===== src/rtl/gpio_stream_packer_pkg.sv =====
// Shared constants and FIFO entry layout for the GPIO byte-to-word packer.
package gpio_stream_packer_pkg;

   localparam int GPIO_BYTE_W   = 8;
   localparam int GPIO_LAST_BIT = 8;
   localparam int WORD_W        = 32;
   localparam int LANES         = WORD_W / GPIO_BYTE_W;
   localparam int NBYTES_W      = 3;

   typedef struct packed {
      logic                last;
      logic [NBYTES_W-1:0] nbytes;
      logic [WORD_W-1:0]   data;
   } fifo_entry_t;

   localparam int ENTRY_W = $bits(fifo_entry_t);

endpackage


===== src/rtl/gpio_stream_packer_fifo.sv =====
// Parameterized synchronous FIFO with async active-low reset; pointers carry an
// extra MSB so full and empty are distinguishable when the index bits match.
module stream_fifo #(
   parameter int WIDTH = 36,
   parameter int DEPTH = 2
) (
   input  logic             clk,
   input  logic             reset_n,
   input  logic             push_i,
   input  logic [WIDTH-1:0] push_data_i,
   input  logic             pop_i,
   output logic [WIDTH-1:0] head_data_o,
   output logic             full_o,
   output logic             empty_o,
   output logic             full_next_o
);

   localparam int AW = $clog2(DEPTH);

   logic [AW:0]      wr_q, wr_d, rd_q, rd_d;
   logic [WIDTH-1:0] mem_q [DEPTH];
   logic             do_push, do_pop;

   assign empty_o = (wr_q == rd_q);
   assign full_o  = (wr_q[AW] != rd_q[AW]) && (wr_q[AW-1:0] == rd_q[AW-1:0]);

   // A push into a full FIFO is allowed only when the head leaves in the same cycle.
   assign do_pop  = pop_i && !empty_o;
   assign do_push = push_i && (!full_o || do_pop);

   assign wr_d = do_push ? wr_q + (AW+1)'(1) : wr_q;
   assign rd_d = do_pop  ? rd_q + (AW+1)'(1) : rd_q;

   assign full_next_o = (wr_d[AW] != rd_d[AW]) && (wr_d[AW-1:0] == rd_d[AW-1:0]);
   assign head_data_o = mem_q[rd_q[AW-1:0]];

   always_ff @(posedge clk or negedge reset_n) begin
      if (!reset_n) begin
         wr_q <= '0;
         rd_q <= '0;
      end else begin
         wr_q <= wr_d;
         rd_q <= rd_d;
      end
   end

   always_ff @(posedge clk) begin
      if (do_push) begin
         mem_q[wr_q[AW-1:0]] <= push_data_i;
      end
   end

endmodule


===== src/rtl/gpio_stream_packer.sv =====
// Packs 9-bit GPIO beats (byte + last flag) little-endian into 32-bit words and
// buffers them in a small FIFO ahead of the crossbar GPIO port.
module gpio_stream_packer
   import gpio_stream_packer_pkg::*;
#(
   parameter int DATA_W        = 32,
   parameter int GPIO_W        = 9,
   parameter int FIFO_DEPTH    = 2,
   parameter int FLUSH_TIMEOUT = 0
) (
   input  logic              clk,
   input  logic              reset_n,
   input  logic              i_stream_val,
   input  logic [GPIO_W-1:0] i_stream_data,
   output logic              i_stream_rdy,
   output logic              o_stream_val,
   output logic [DATA_W-1:0] o_stream_data,
   output logic              o_stream_last,
   input  logic              o_stream_rdy,
   output logic [2:0]        o_nbytes
);

   localparam int IDLE_W = (FLUSH_TIMEOUT > 0) ? $clog2(FLUSH_TIMEOUT + 1) : 1;
   localparam logic [IDLE_W-1:0] IDLE_LIMIT = IDLE_W'(FLUSH_TIMEOUT);

   localparam logic [0:0] ST_EMPTY   = 1'b0;
   localparam logic [0:0] ST_PARTIAL = 1'b1;

   logic [1:0]             cnt_q, cnt_d;
   logic [DATA_W-1:0]      acc_q, acc_d;
   logic [IDLE_W-1:0]      idle_q, idle_d;
   logic                   rdy_q;
   logic [0:0]             state;

   logic [GPIO_BYTE_W-1:0] beat_byte;
   logic                   beat_last;
   logic                   accept, word_done, acc_push, timed_out, flush, push, pop;
   logic [DATA_W-1:0]      lane_word;
   fifo_entry_t            push_entry, head_entry;
   logic                   fifo_full, fifo_empty, fifo_full_next;

   assign state     = (cnt_q == 2'd0) ? ST_EMPTY : ST_PARTIAL;
   assign beat_byte = i_stream_data[GPIO_BYTE_W-1:0];
   assign beat_last = i_stream_data[GPIO_LAST_BIT];

   assign accept    = i_stream_val && rdy_q;
   assign lane_word = acc_q | ({{(DATA_W-GPIO_BYTE_W){1'b0}}, beat_byte} << {cnt_q, 3'b000});
   assign word_done = beat_last || (cnt_q == 2'(LANES - 1));
   assign acc_push  = accept && word_done;

   // An accept in the same cycle always beats the timeout flush.
   assign timed_out = (FLUSH_TIMEOUT > 0) && (state == ST_PARTIAL) && (idle_q == IDLE_LIMIT);
   assign flush     = timed_out && !accept && !fifo_full;
   assign push      = acc_push || flush;
   assign pop       = o_stream_val && o_stream_rdy;

   always_comb begin
      push_entry = '0;
      if (acc_push) begin
         push_entry.last   = beat_last;
         push_entry.nbytes = 3'(cnt_q) + 3'd1;
         push_entry.data   = lane_word;
      end else begin
         push_entry.last   = 1'b1;
         push_entry.nbytes = 3'(cnt_q);
         push_entry.data   = acc_q;
      end
   end

   always_comb begin
      cnt_d  = cnt_q;
      acc_d  = acc_q;
      idle_d = idle_q;
      if (accept) begin
         idle_d = '0;
         if (word_done) begin
            cnt_d = 2'd0;
            acc_d = '0;
         end else begin
            cnt_d = cnt_q + 2'd1;
            acc_d = lane_word;
         end
      end else if (flush) begin
         cnt_d  = 2'd0;
         acc_d  = '0;
         idle_d = '0;
      end else if (state == ST_PARTIAL) begin
         if ((FLUSH_TIMEOUT > 0) && (idle_q != IDLE_LIMIT)) begin
            idle_d = idle_q + IDLE_W'(1);
         end
      end else begin
         idle_d = '0;
      end
   end

   // Ready looks one cycle ahead at FIFO occupancy so it is never high while full.
   always_ff @(posedge clk or negedge reset_n) begin
      if (!reset_n) begin
         cnt_q  <= 2'd0;
         acc_q  <= '0;
         idle_q <= '0;
         rdy_q  <= 1'b0;
      end else begin
         cnt_q  <= cnt_d;
         acc_q  <= acc_d;
         idle_q <= idle_d;
         rdy_q  <= !fifo_full_next;
      end
   end

   stream_fifo #(
      .WIDTH (ENTRY_W),
      .DEPTH (FIFO_DEPTH)
   ) u_fifo (
      .clk         (clk),
      .reset_n     (reset_n),
      .push_i      (push),
      .push_data_i (push_entry),
      .pop_i       (pop),
      .head_data_o (head_entry),
      .full_o      (fifo_full),
      .empty_o     (fifo_empty),
      .full_next_o (fifo_full_next)
   );

   assign i_stream_rdy  = rdy_q;
   assign o_stream_val  = !fifo_empty;
   assign o_stream_data = fifo_empty ? '0   : head_entry.data;
   assign o_stream_last = fifo_empty ? 1'b0 : head_entry.last;
   assign o_nbytes      = fifo_empty ? 3'd0 : head_entry.nbytes;

endmodule

===== config.mk =====
export PLATFORM = sky130hd
export DESIGN_NAME = gpio_stream_packer
export DESIGN_NICKNAME = d
export VERILOG_FILES = /design/src/rtl/gpio_stream_packer_pkg.sv /design/src/rtl/gpio_stream_packer_fifo.sv /design/src/rtl/gpio_stream_packer.sv
export SDC_FILE = /design/constraint.sdc
export NUM_CORES = 1
export LEC_CHECK = 0
export ABC_AREA = 1
export BUFFER_PORTS_ARGS = -buffer_cell sky130_fd_sc_hd__clkbuf_2
export CORE_ASPECT_RATIO = 2
export CORE_MARGIN = 5
export CORE_UTILIZATION = 58
export CTS_CLUSTER_DIAMETER = 80
export DETAILED_ROUTE_END_ITERATION = 7
export PLACE_DENSITY = 0.79
export SYNTH_ARGS = -nofsm -noshare
export SYNTH_HDL_FRONTEND = slang
export SYNTH_SLANG_ARGS = --single-unit

===== constraint.sdc =====
create_clock -name clk -period 2.6 [get_ports clk]
set_input_delay 0.39 -clock clk [delete_from_list [all_inputs] [get_ports clk]]
set_output_delay 0.39 -clock clk [all_outputs]
set_load 0.005 [all_outputs]

==> metrics.txt <==
P_leak 0.002436 uW; setup tns final 0 ns; total power 6564 uW; Die Y 140.4 um; Post-synth top flop edfxtp_1; routed vias/inst 5.351; Global Route Usage Sum 21.19%; initial antenna violation count 0; most common cell after layout, fill and taps aside nand2_1; pin count of the biggest net entering global routing 69; Root Buffer clkbuf_16; max_cap viols 0; Slew @ Worst Pin 1.026 ns; layout cells sized above 1 16.25%; # DRC 0; # setup viols final 0; period utilization 91.33%; width of the chip 75.19 um; Layout area overhead 11.78%; TritonCTS clock tree yes; Worst Path Required 2.21 ns; most frequent cells in the layout 187 x nand2_1, 72 x edfxtp_1, 66 x a21oi_1, 50 x clkbuf_2, 49 x inv_1; placed insts 636; initial DRC count 279; Slew HR 31.63%; routed via count 3489; Mapped Area 4930 um^2; worst r2r dst u_fifo.mem_q[0][35]$_DFFE_PP_; R2R depth 8; Worst Hold Class input pin to async pin; die area 10560 um^2; I/O Buffers 50; Reg2Reg Setup Slack 0.32 ns; FF-to-FF Start u_fifo.rd_q[0]$_DFF_PN0_; Ant. Diodes 0; Ports 51; Worst EP arrival 1.98 ns; RSZ-0062 raised after global routing false; post-CTS resize count 0; crit start category flip-flop; Distinct cells, synth 24; post-synthesis sequential area ratio 63.65%; FP Rows 47; drt wl/cell 15.63 um; # hold bufs at CTS 0; Worst Skew 0.008075 ns; Initial Util 59.45%; Syn. warnings 0; Yosys reg bits 111; drt total wl 10190 um; clk_lat worst skew 0.34 ns; Async SR Flop Fraction 35.14%; global-route wire length before repair 16710 um; Mean Syn Cell Area 9.723 um^2; critical path fanouts, max 36; TritonCTS Buffers 9; crit end category output pin; core area 8292 um^2; Final Wtd Congestion 0.8287; clock slew seen by the registers of the worst setup and hold paths 0.07 ns; Synth Net Count 523; Post-synth EDFFs 72; status finished, final reports clean; number of global-route vias before repair 3564; Final Non-Filler Cells 652; Final Hold Viols 0; pwr dens 1191 nW/um^2; WS Path Type flip-flop to output pin; design area 5510 um^2; DRT Pass-1 Iters 5; dpl hpwl 6712 um; Slew Limit Fails 0; fin nets 565; CTS HTree Levels 3; clock tree buffer depth 2; Clock Sinks 111; Max VDD drop 560.8 uV; post-route ant nets 0; placed cell area 5196 um^2; Overflow after GRT 0; postcts setup bufs 0; Final min period 2.375 ns; Post-Synthesis Cells 507; Fillers 642; Max Fclk 0.4211 GHz
## registers in the layout (all words and copies together), names as in the netlist
signal	cells
acc_q	32
cnt_q	2
i_stream_rdy	1
u_fifo.mem_q	72
u_fifo.rd_q	2
u_fifo.wr_q	2
## cell usage after synthesis (2+ instances only)
cell type    n  area share (%)
inv_1       49             3.7
clkbuf_1     2            0.15
buf_2       17             1.7
nand2_1    187              14
nand3_1      8            0.81
buf_6        6             1.4
o21ai_0      3            0.30
a21oi_1     66             6.7
xor2_1       3            0.53
inv_2        4            0.30
ha_1         3            0.76
nor2_1       2            0.15
dfrtp_1     39              20
a21oi_2      2            0.36
nand2_2      6            0.76
nor3_1      28             2.8
nor3_2       4            0.81
edfxtp_1    72              44
## worst max-delay path, stage by stage, from the launching register on
cell and delay [ns]:
dfrtp_1 0.53, nand2_1 0.11, nand2_2 0.12, nand2_4 0.08, inv_2 0.51, a21oi_1 0.14
clkbuf_2 0.16
## stage by stage
| step | worst slack (ns) | utilization [%] | hold slack, ns |
|---|---|---|---|
| 5_1_grt | 0.07800 | 66.46 | 0.2919 |
| 6_report | 0.2253 | 66.46 | 0.2175 |
| 4_1_cts | 0.2229 | 66.46 | 0.2561 |
| 3_5_place_dp | 0.3607 | 62.67 | 0.5136 |
| 2_1_floorplan | 0.4144 | - | 0.09441 |
| 3_3_place_gp | 0.4859 | 62.67 | 0.5051 |
## worst max path at each step
stage	startpoint	end	slack [ns]	cells past startpoint
floorplan	cnt_q[1]$_DFFE_PN0P_	u_fifo.mem_q[0][0]$_DFFE_PP_	0.41	6
global placement	u_fifo.rd_q[0]$_DFF_PN0_	u_fifo.mem_q[0][20]$_DFFE_PP_	0.49	8
detailed placement	u_fifo.rd_q[0]$_DFF_PN0_	u_fifo.mem_q[0][14]$_DFFE_PP_	0.36	8
CTS	u_fifo.rd_q[0]$_DFF_PN0_	o_stream_data[14]	0.22	6
global route	u_fifo.rd_q[0]$_DFF_PN0_	o_stream_data[28]	0.08	6
finish	u_fifo.rd_q[0]$_DFF_PN0_	o_stream_data[14]	0.23	6
## area by class of cell
cell class	count	area, um^2	area share [%]
tap	98	122.6	2.225
clock inverter	6	85.08	1.544
timing repair buffer	58	310.3	5.631
sequential	111	3138	56.95
clock buffer	10	229.0	4.155
multi-input combinational	314	1416	25.70
inverter	55	209.0	3.792
## metal layers
| metal | track usage [%] | vias to the layer above | part of all wire, % |
|---|---|---|---|
| met3 | 4.304 | 18 | 6.3 |
| met1 | 23.29 | 1632 | 36 |
| met2 | 36.38 | 113 | 55 |
| li1 | - | 1726 | - |
| met5 | 0 | - | 0 |
| met4 | 12.17 | 0 | 3.0 |
## cell families after synthesis
kind of cell    Yosys count  share of synthesized area [%]
flops                   111                          63.65
simple gates            237                          19.97
xor+xnor                  3                         0.5331
compound gates           71                          7.360
buf+inv                  82                          7.716
fa+ha+maj                 3                         0.7615
## where the power goes
| group | leakage [uW] | internal (uW) | switching [uW] |
|---|---|---|---|
| logic | 0.00111 | 824 | 1690 |
| registers | 0.00118 | 2480 | 163 |
| clock network | 0.000152 | 841 | 573 |
| total | 0.00244 | 4140 | 2420 |
(Power assumes the default switching activity.)
